File: src/rtl/drum_dot_acc.sv
// drum_dot_acc: saturating dot-product accumulator fed by a DRUM multiplier product stream
module drum_dot_acc #(
   parameter int PW    = 16,
   parameter int ACC_W = 20
) (
   input  logic             clk,
   input  logic             rst,
   input  logic             clear,
   input  logic             start,
   input  logic [3:0]       len,
   input  logic             p_valid,
   output logic             p_ready,
   input  logic [PW-1:0]    p_data,
   output logic             res_valid,
   input  logic             res_ready,
   output logic [ACC_W-1:0] res_data,
   output logic             res_ovf,
   output logic             busy
);
   typedef enum logic [1:0] {IDLE, ACC, DONE} state_t;
   localparam logic [ACC_W-1:0] SAT_MAX = {1'b0, {(ACC_W-1){1'b1}}};
   localparam logic [ACC_W-1:0] SAT_MIN = {1'b1, {(ACC_W-1){1'b0}}};
   state_t           state_q;
   logic [ACC_W-1:0] acc_q, acc_d;
   logic [3:0]       cnt_q, len_q;
   logic             ovf_q;
   logic [ACC_W:0]   sum;
   logic             sum_ovf, hs, last;
   // one guard bit above the accumulator exposes overflow; clamp toward the sign of the true sum
   always_comb begin
      sum     = {acc_q[ACC_W-1], acc_q} + {{(ACC_W+1-PW){p_data[PW-1]}}, p_data};
      sum_ovf = sum[ACC_W] ^ sum[ACC_W-1];
      acc_d   = !sum_ovf ? sum[ACC_W-1:0] : (sum[ACC_W] ? SAT_MIN : SAT_MAX);
      hs      = (state_q == ACC) && p_valid;
      last    = cnt_q == len_q - 4'd1;
   end
   // job FSM; clear outranks start and handshakes, reset discards any job in flight
   always_ff @(posedge clk or posedge rst) begin
      if (rst) begin
         state_q <= IDLE;
         acc_q   <= '0;
         cnt_q   <= '0;
         len_q   <= '0;
         ovf_q   <= 1'b0;
      end else if (clear) begin
         state_q <= IDLE;
         acc_q   <= '0;
         cnt_q   <= '0;
         ovf_q   <= 1'b0;
      end else begin
         case (state_q)
            IDLE: if (start) begin
               len_q   <= len;
               acc_q   <= '0;
               cnt_q   <= '0;
               ovf_q   <= 1'b0;
               state_q <= (len == 4'd0) ? DONE : ACC;
            end
            ACC: if (hs) begin
               acc_q   <= acc_d;
               ovf_q   <= ovf_q | sum_ovf;
               cnt_q   <= cnt_q + 4'd1;
               state_q <= last ? DONE : ACC;
            end
            DONE: if (res_ready) state_q <= IDLE;
            default: state_q <= IDLE;
         endcase
      end
   end
   assign p_ready   = state_q == ACC;
   assign res_valid = state_q == DONE;
   assign busy      = state_q != IDLE;
   assign res_data  = acc_q;
   assign res_ovf   = ovf_q;
endmodule

File: config.mk
export PLATFORM = sky130hd
export DESIGN_NAME = drum_dot_acc
export DESIGN_NICKNAME = d
export VERILOG_FILES = /design/src/rtl/drum_dot_acc.sv
export SDC_FILE = /design/constraint.sdc
export NUM_CORES = 1
export LEC_CHECK = 0
export ABC_CLOCK_PERIOD_IN_PS = 3400
export CAP_MARGIN = 20
export CORE_ASPECT_RATIO = 0.8
export CORE_MARGIN = 2
export CORE_UTILIZATION = 53
export DETAILED_ROUTE_END_ITERATION = 16
export PLACE_DENSITY_LB_ADDON = 0.3
export RECOVER_POWER = 100
export SYNTH_ARGS = -nofsm -noshare
export SYNTH_HDL_FRONTEND = slang
export SYNTH_SLANG_ARGS = --single-unit
File: constraint.sdc
create_clock -name clk -period 3.4 [get_ports clk]
set_input_delay 0.34 -clock clk [delete_from_list [all_inputs] [get_ports clk]]
set_output_delay 0.34 -clock clk [all_outputs]
set_load 0.01 [all_outputs]
# == After elaboration in Yosys (flattened, before gate mapping) ==
# Cells that the tools add are included.
# totals
register_bits,31
word_cells,46
# op_classes
addsub,3
n_eq_ne,6
n_mux,21
bitwise,3
reduce_logical,8
# ops
cell,count
2-to-1 mux 20 bit,5
case mux 20 bit (2 select lines),1
adder 20 x 16 -> 21 bit,1
2-to-1 mux 2 bit,6
2-to-1 mux 4 bit,3
AND reduction 3 bit,3
case mux 4 bit (2 select lines),1
"inequality test 3 x 2 -> 1 bit, second input constant",2
case mux 2 bit (3 select lines),1
"adder 4 x 1 -> 4 bit, second input constant",1
== test 4 bit,1
zero test 4 bit,1
"subtractor 4 x 1 -> 4 bit, second input constant",1
2-to-1 mux 1 bit,3
"inequality test 3 bit, second input constant",1
nonzero test 3 bit,1
"== test 2 x 1 -> 1 bit, second input constant",1
"== test 2 bit, second input constant",1
zero test 2 bit,1
case mux 1 bit (2 select lines),1
nonzero test 2 bit,1
logical AND 1 bit,1
NOT 1 bit,1
OR 1 bit,1
XOR 1 bit,1

# == Depth between registers and ports, before layout ==
# logic_depth
depth_word,6
mapped_depth,10

# == Worst setup path before layout ==
# No wires, ideal clock.
# synth_path
path_type,register to register
from,reg acc_q[0] (netlist: res_data[0])
to,reg acc_q[11] (netlist: res_data[11])
t_arrival_ns,2.618
required_ns,3.279
path_slack_ns,0.661
path_stages_with_launch,10
cell_sequence,dfrtp_1 ha_1 fa_1 a21o_1 a221o_2 a211oi_4 o21a_4 o21ai_4 maj3_2 a22o_1
# synth_between
elab_chain_len,6
word_cells_on_any_way,7
# synth_rtl
item,line,rtl
start: declaration,24,"logic [ACC_W-1:0] acc_q, acc_d;"
start signal: assignment,41,acc_q <= '0;
start signal: assignment,47,acc_q <= '0;
start signal: assignment,54,acc_q <= '0;
adder 20 x 16 -> 21 bit (*),31,"sum = {acc_q[ACC_W-1], acc_q} + {{(ACC_W+1-PW){p_data[PW-1]}}, p_data};"
2-to-1 mux 20 bit / XOR 1 bit (equally long branches),"33, 32",
2-to-1 mux 20 bit (*),33,acc_d = !sum_ovf ? sum[ACC_W-1:0] : (sum[ACC_W] ? SAT_MIN : SAT_MAX);
2-to-1 mux 20 bit (*),59,ACC: if (hs) begin
case mux 20 bit (2 select lines) (*),51,case (state_q)
2-to-1 mux 20 bit (*),45,end else if (clear) begin
# Every way passes the cells marked *; elsewhere a longest branch is shown, timed or not. The select of a mux whose other input is x is not followed.
# A chain may end at the register's enable or synchronous reset.

# == Final worst setup path ==
# layout_path
from,in p_data[15]
to,reg acc_q[15] (netlist: res_data[15])
# layout_between
elab_chain_len,6
word_cells_on_any_way,7
# layout_rtl
item,line,rtl
start: declaration,13,"input logic [PW-1:0] p_data,"
adder 20 x 16 -> 21 bit (*),31,
2-to-1 mux 20 bit / XOR 1 bit (equally long branches),"33, 32",
2-to-1 mux 20 bit (*),33,
2-to-1 mux 20 bit (*),59,
case mux 20 bit (2 select lines) (*),51,
2-to-1 mux 20 bit (*),45,
end signal: assignment,47,
end signal: assignment,54,
end signal: assignment,60,acc_q <= acc_d;
# Marks and branches as above.

==> out/metrics.csv <==
metric,value,unit
run status,"finished, violations left",
violated checks,"capacitance limit, slew limit",
Pre-Repair DR Iteration Count,4,
total power,1.92,mW
clk_lat worst skew,290,ps
All-Layer GR Usage,0.262,
vias in the first global route,2314,
worst hold start,res_ovf$_DFFE_PP0P_,
Via-to-Cell Ratio,6.11,
Post-synth top cells,"sky130_fd_sc_hd__nand2_1, sky130_fd_sc_hd__dfrtp_1, sky130_fd_sc_hd__o21ai_0, sky130_fd_sc_hd__ha_1, sky130_fd_sc_hd__a21oi_1",
Final min period,3130,ps
clock tree from TritonCTS,done,
number of buffers created by CTS,5,
required time of the critical path,3520,ps
number of standard cells after synthesis,299,
# clock sinks,31,
total of max-cap violations,1,
post-route clock period utilization,0.921,
detailed placement HPWL,5060,um
most used flip-flop cell after synthesis,sky130_fd_sc_hd__dfrtp_1,
cts hold-fix bufs,0,
proportion of synthesized flip-flops having asynchronous set or reset,1.00,
gp weighted congestion,0.867,
number of synthesis warnings,0,
die height,66.5,um
post-detailed-route count of antenna-violating nets,0,
final net count,394,
number of failing hold endpoints at the final stage,0,
Overflow after GRT,0,
worst max-slew margin expressed relative to the limit,-0.0756,
number of synthesized flops with an enable pin,0,
initial core utilization,0.556,
type of element launching the critical path,input port,
Resized Gates After CTS,0,
"critical path fanouts, max",11,
internal power,1.14,mW
Synth area leaders,"sky130_fd_sc_hd__dfrtp_1, sky130_fd_sc_hd__ha_1, sky130_fd_sc_hd__o21ai_0",
cell with the most instances after synthesis,sky130_fd_sc_hd__nand2_1,
master cell of the clock root buffer,sky130_fd_sc_hd__clkbuf_8,
share of layout cells above drive strength 1,0.0665,
nets in the synthesized netlist,348,
share of total power consumed by net switching,0.408,
Die Wd,82.1,um
initial antenna violation count,0,
area fraction of the dominant cell type after synthesis,0.300,
Clock Path Buffers,2,
power per cell area,596,nW/um^2
WL per Instance,16.4,um
CTS HTree Levels,2,
number of top-level pins,50,
endpoints failing setup,0,
launch point of the worst path,p_data[15],
pin count of the biggest net entering global routing,32,
worst-case vdd ir drop,413,uV
fraction of power consumed by combinational cells,0.521,
sequential share of power,0.281,
Rows,22,
Reg-to-Reg Start,res_data[0]$_DFFE_PP0P_,
Highest Clock Rate,0.319,GHz
die footprint,5460,um^2
total length of routed wires,6650,um
unrepaired setup endpoints after global routing,no,
antenna diode count,0,
DRC violations left,0,
share of the yosys chip area belonging to registers,0.300,
leading area contributor after synthesis,sky130_fd_sc_hd__dfrtp_1,
core area,4650,um^2
#FFs+latches synth,31,
sw power,0.784,mW
part of the total power dissipated in the clock network,0.198,
Area Overhead vs Synth,24.6,%
category of the most critical setup path,in2reg,
clock skew,9.96,ps
crit path capture type,flop,
CP Data Arrival Time,3260,ps
IO Port Bufs,49,
leakage dissipation,1.47,nW
class of the worst hold path,reg2reg,
Syn Area/Cell,8.65,um^2
final-report max-slew violation count,32,
transition time at the pin with the least slew margin,1610,ps
via count,2479,
wire length of the first global-routing pass,10900,um
DRC violation total after the first TritonRoute iteration,232,
number of library cell types mapped by synthesis,56,
post-synthesis instance area,2580,um^2
setup TNS after final layout,0,ps
Worst-path clk slew,70,ps
post-CTS setup-driven buffer insertion count,0,
[worst max-delay path, stage by stage]
cell,delay [ps]
sky130_fd_sc_hd__clkdlybuf4s50_1,510
sky130_fd_sc_hd__ha_1,490
sky130_fd_sc_hd__a21oi_1,120
sky130_fd_sc_hd__o21ai_0,330
sky130_fd_sc_hd__a211oi_1,90
sky130_fd_sc_hd__a221oi_1,290
sky130_fd_sc_hd__o211a_1,440
sky130_fd_sc_hd__nor2_2,150
sky130_fd_sc_hd__o311ai_0,500
[layout by cell type (no fill, tap or decap), drive strengths merged, types with 2 or more instances in the layout]
master,netlist,layout
mux2,2,2
a211oi,7,7
dfrtp,31,31
o311a,2,2
a21oi,19,19
nand2b,3,3
o211ai,5,5
clkdlybuf4s50,0,23
a21o,6,6
nor2,14,14
nand2,38,38
maj3,6,6
or4,2,2
and2,2,2
nand3,5,5
or3,3,3
nor2b,3,3
clkbuf,8,7
inv,8,8
a311oi,2,2
ha,22,22
a22o,2,2
o311ai,8,8
or2,2,2
dlygate4sd3,0,26
and3,4,4
xor2,12,12
o21ai,33,33
a221oi,2,2
xnor2,8,8
mux2i,2,2
a32oi,3,3
nor3,6,6
o22ai,2,2
o21a,4,4
a31oi,2,2
nand4,5,5
[path summary, 6_finish.rpt]
| kind | depth (start not counted) | to | slack (ps) |
|---|---|---|---|
| hold reg to reg | 2 | res_ovf$_DFFE_PP0P_ | 510 |
| min in group asynchronous | 3 | res_data[4]$_DFFE_PP0P_ | 1050 |
| setup reg to reg | 9 | res_data[15]$_DFFE_PP0P_ | 340 |
| max in group asynchronous | 3 | len_q[0]$_DFFE_PP0P_ | 1410 |
| hold / removal | 2 | res_ovf$_DFFE_PP0P_ | 510 |
| setup / recovery | 9 | res_data[15]$_DFFE_PP0P_ | 270 |
[metrics by stage]
stage	util	hold slack, ps	setup WS (ps)	instance area [um^2]	std cells
final	0.693	509	267	3220	406
after global routing	0.693	563	55.9	3220	406
after CTS	0.695	435	311	3230	406
after detailed placement	0.670	514	98.6	3120	398
after global placement	0.670	504	184	3120	398
after floorplan	-	444	661	2580	299
[state kept, by name, indices dropped and copies added (netlist names)]
name and count:
res_data 20, cnt_q 4, state_q 2, res_ovf 1, len_q 4
[routing by layer]
layer  GRT usage  vias to the layer above  share of wire  wire (um)
met5           0                        -              0          0
met4      0.0708                        0          0.013         85
met3      0.0556                       10          0.054        357
met2       0.401                       68           0.45       2970
met1       0.375                     1182           0.49       3230
li1            -                     1219              -          -
[logic make-up (layout without fill, tap and decap cells)]
logic type	Yosys count	in the layout	synth area share
xor gates and xnor gates	20	20	0.0678
muxes	4	4	0.0165
and+or+nand+nor	90	90	0.167
buffers and inverters	20	67	0.0310
DFF	31	31	0.300
AOI/OAI and AO/OA	105	105	0.280
adders and majority gates	29	29	0.138
[power groups by stage]
| stage | Sequential [mW] | Combinational (mW) | Clock [mW] |
|---|---|---|---|
| 3_5_place_dp | 0.546 | 1.02 | 0 |
| 4_1_cts | 0.541 | 1.03 | 0.381 |
| 2_1_floorplan | 0.537 | 0.700 | 0 |
| 6_report | 0.540 | 1.00 | 0.380 |
| 3_3_place_gp | 0.545 | 0.997 | 0 |
| 5_1_grt | 0.551 | 1.11 | 0.396 |
[layout make-up]
type	instances	area, um^2
clock buffer	6	82.6
clock inverter	2	35.0
fill	376	1430
inverter	8	30.0
multi-input combinational	248	1720
sequential	31	776
tap	60	75.1
timing repair buffer	51	502
Note: power is estimated with default switching activity, not from simulation.
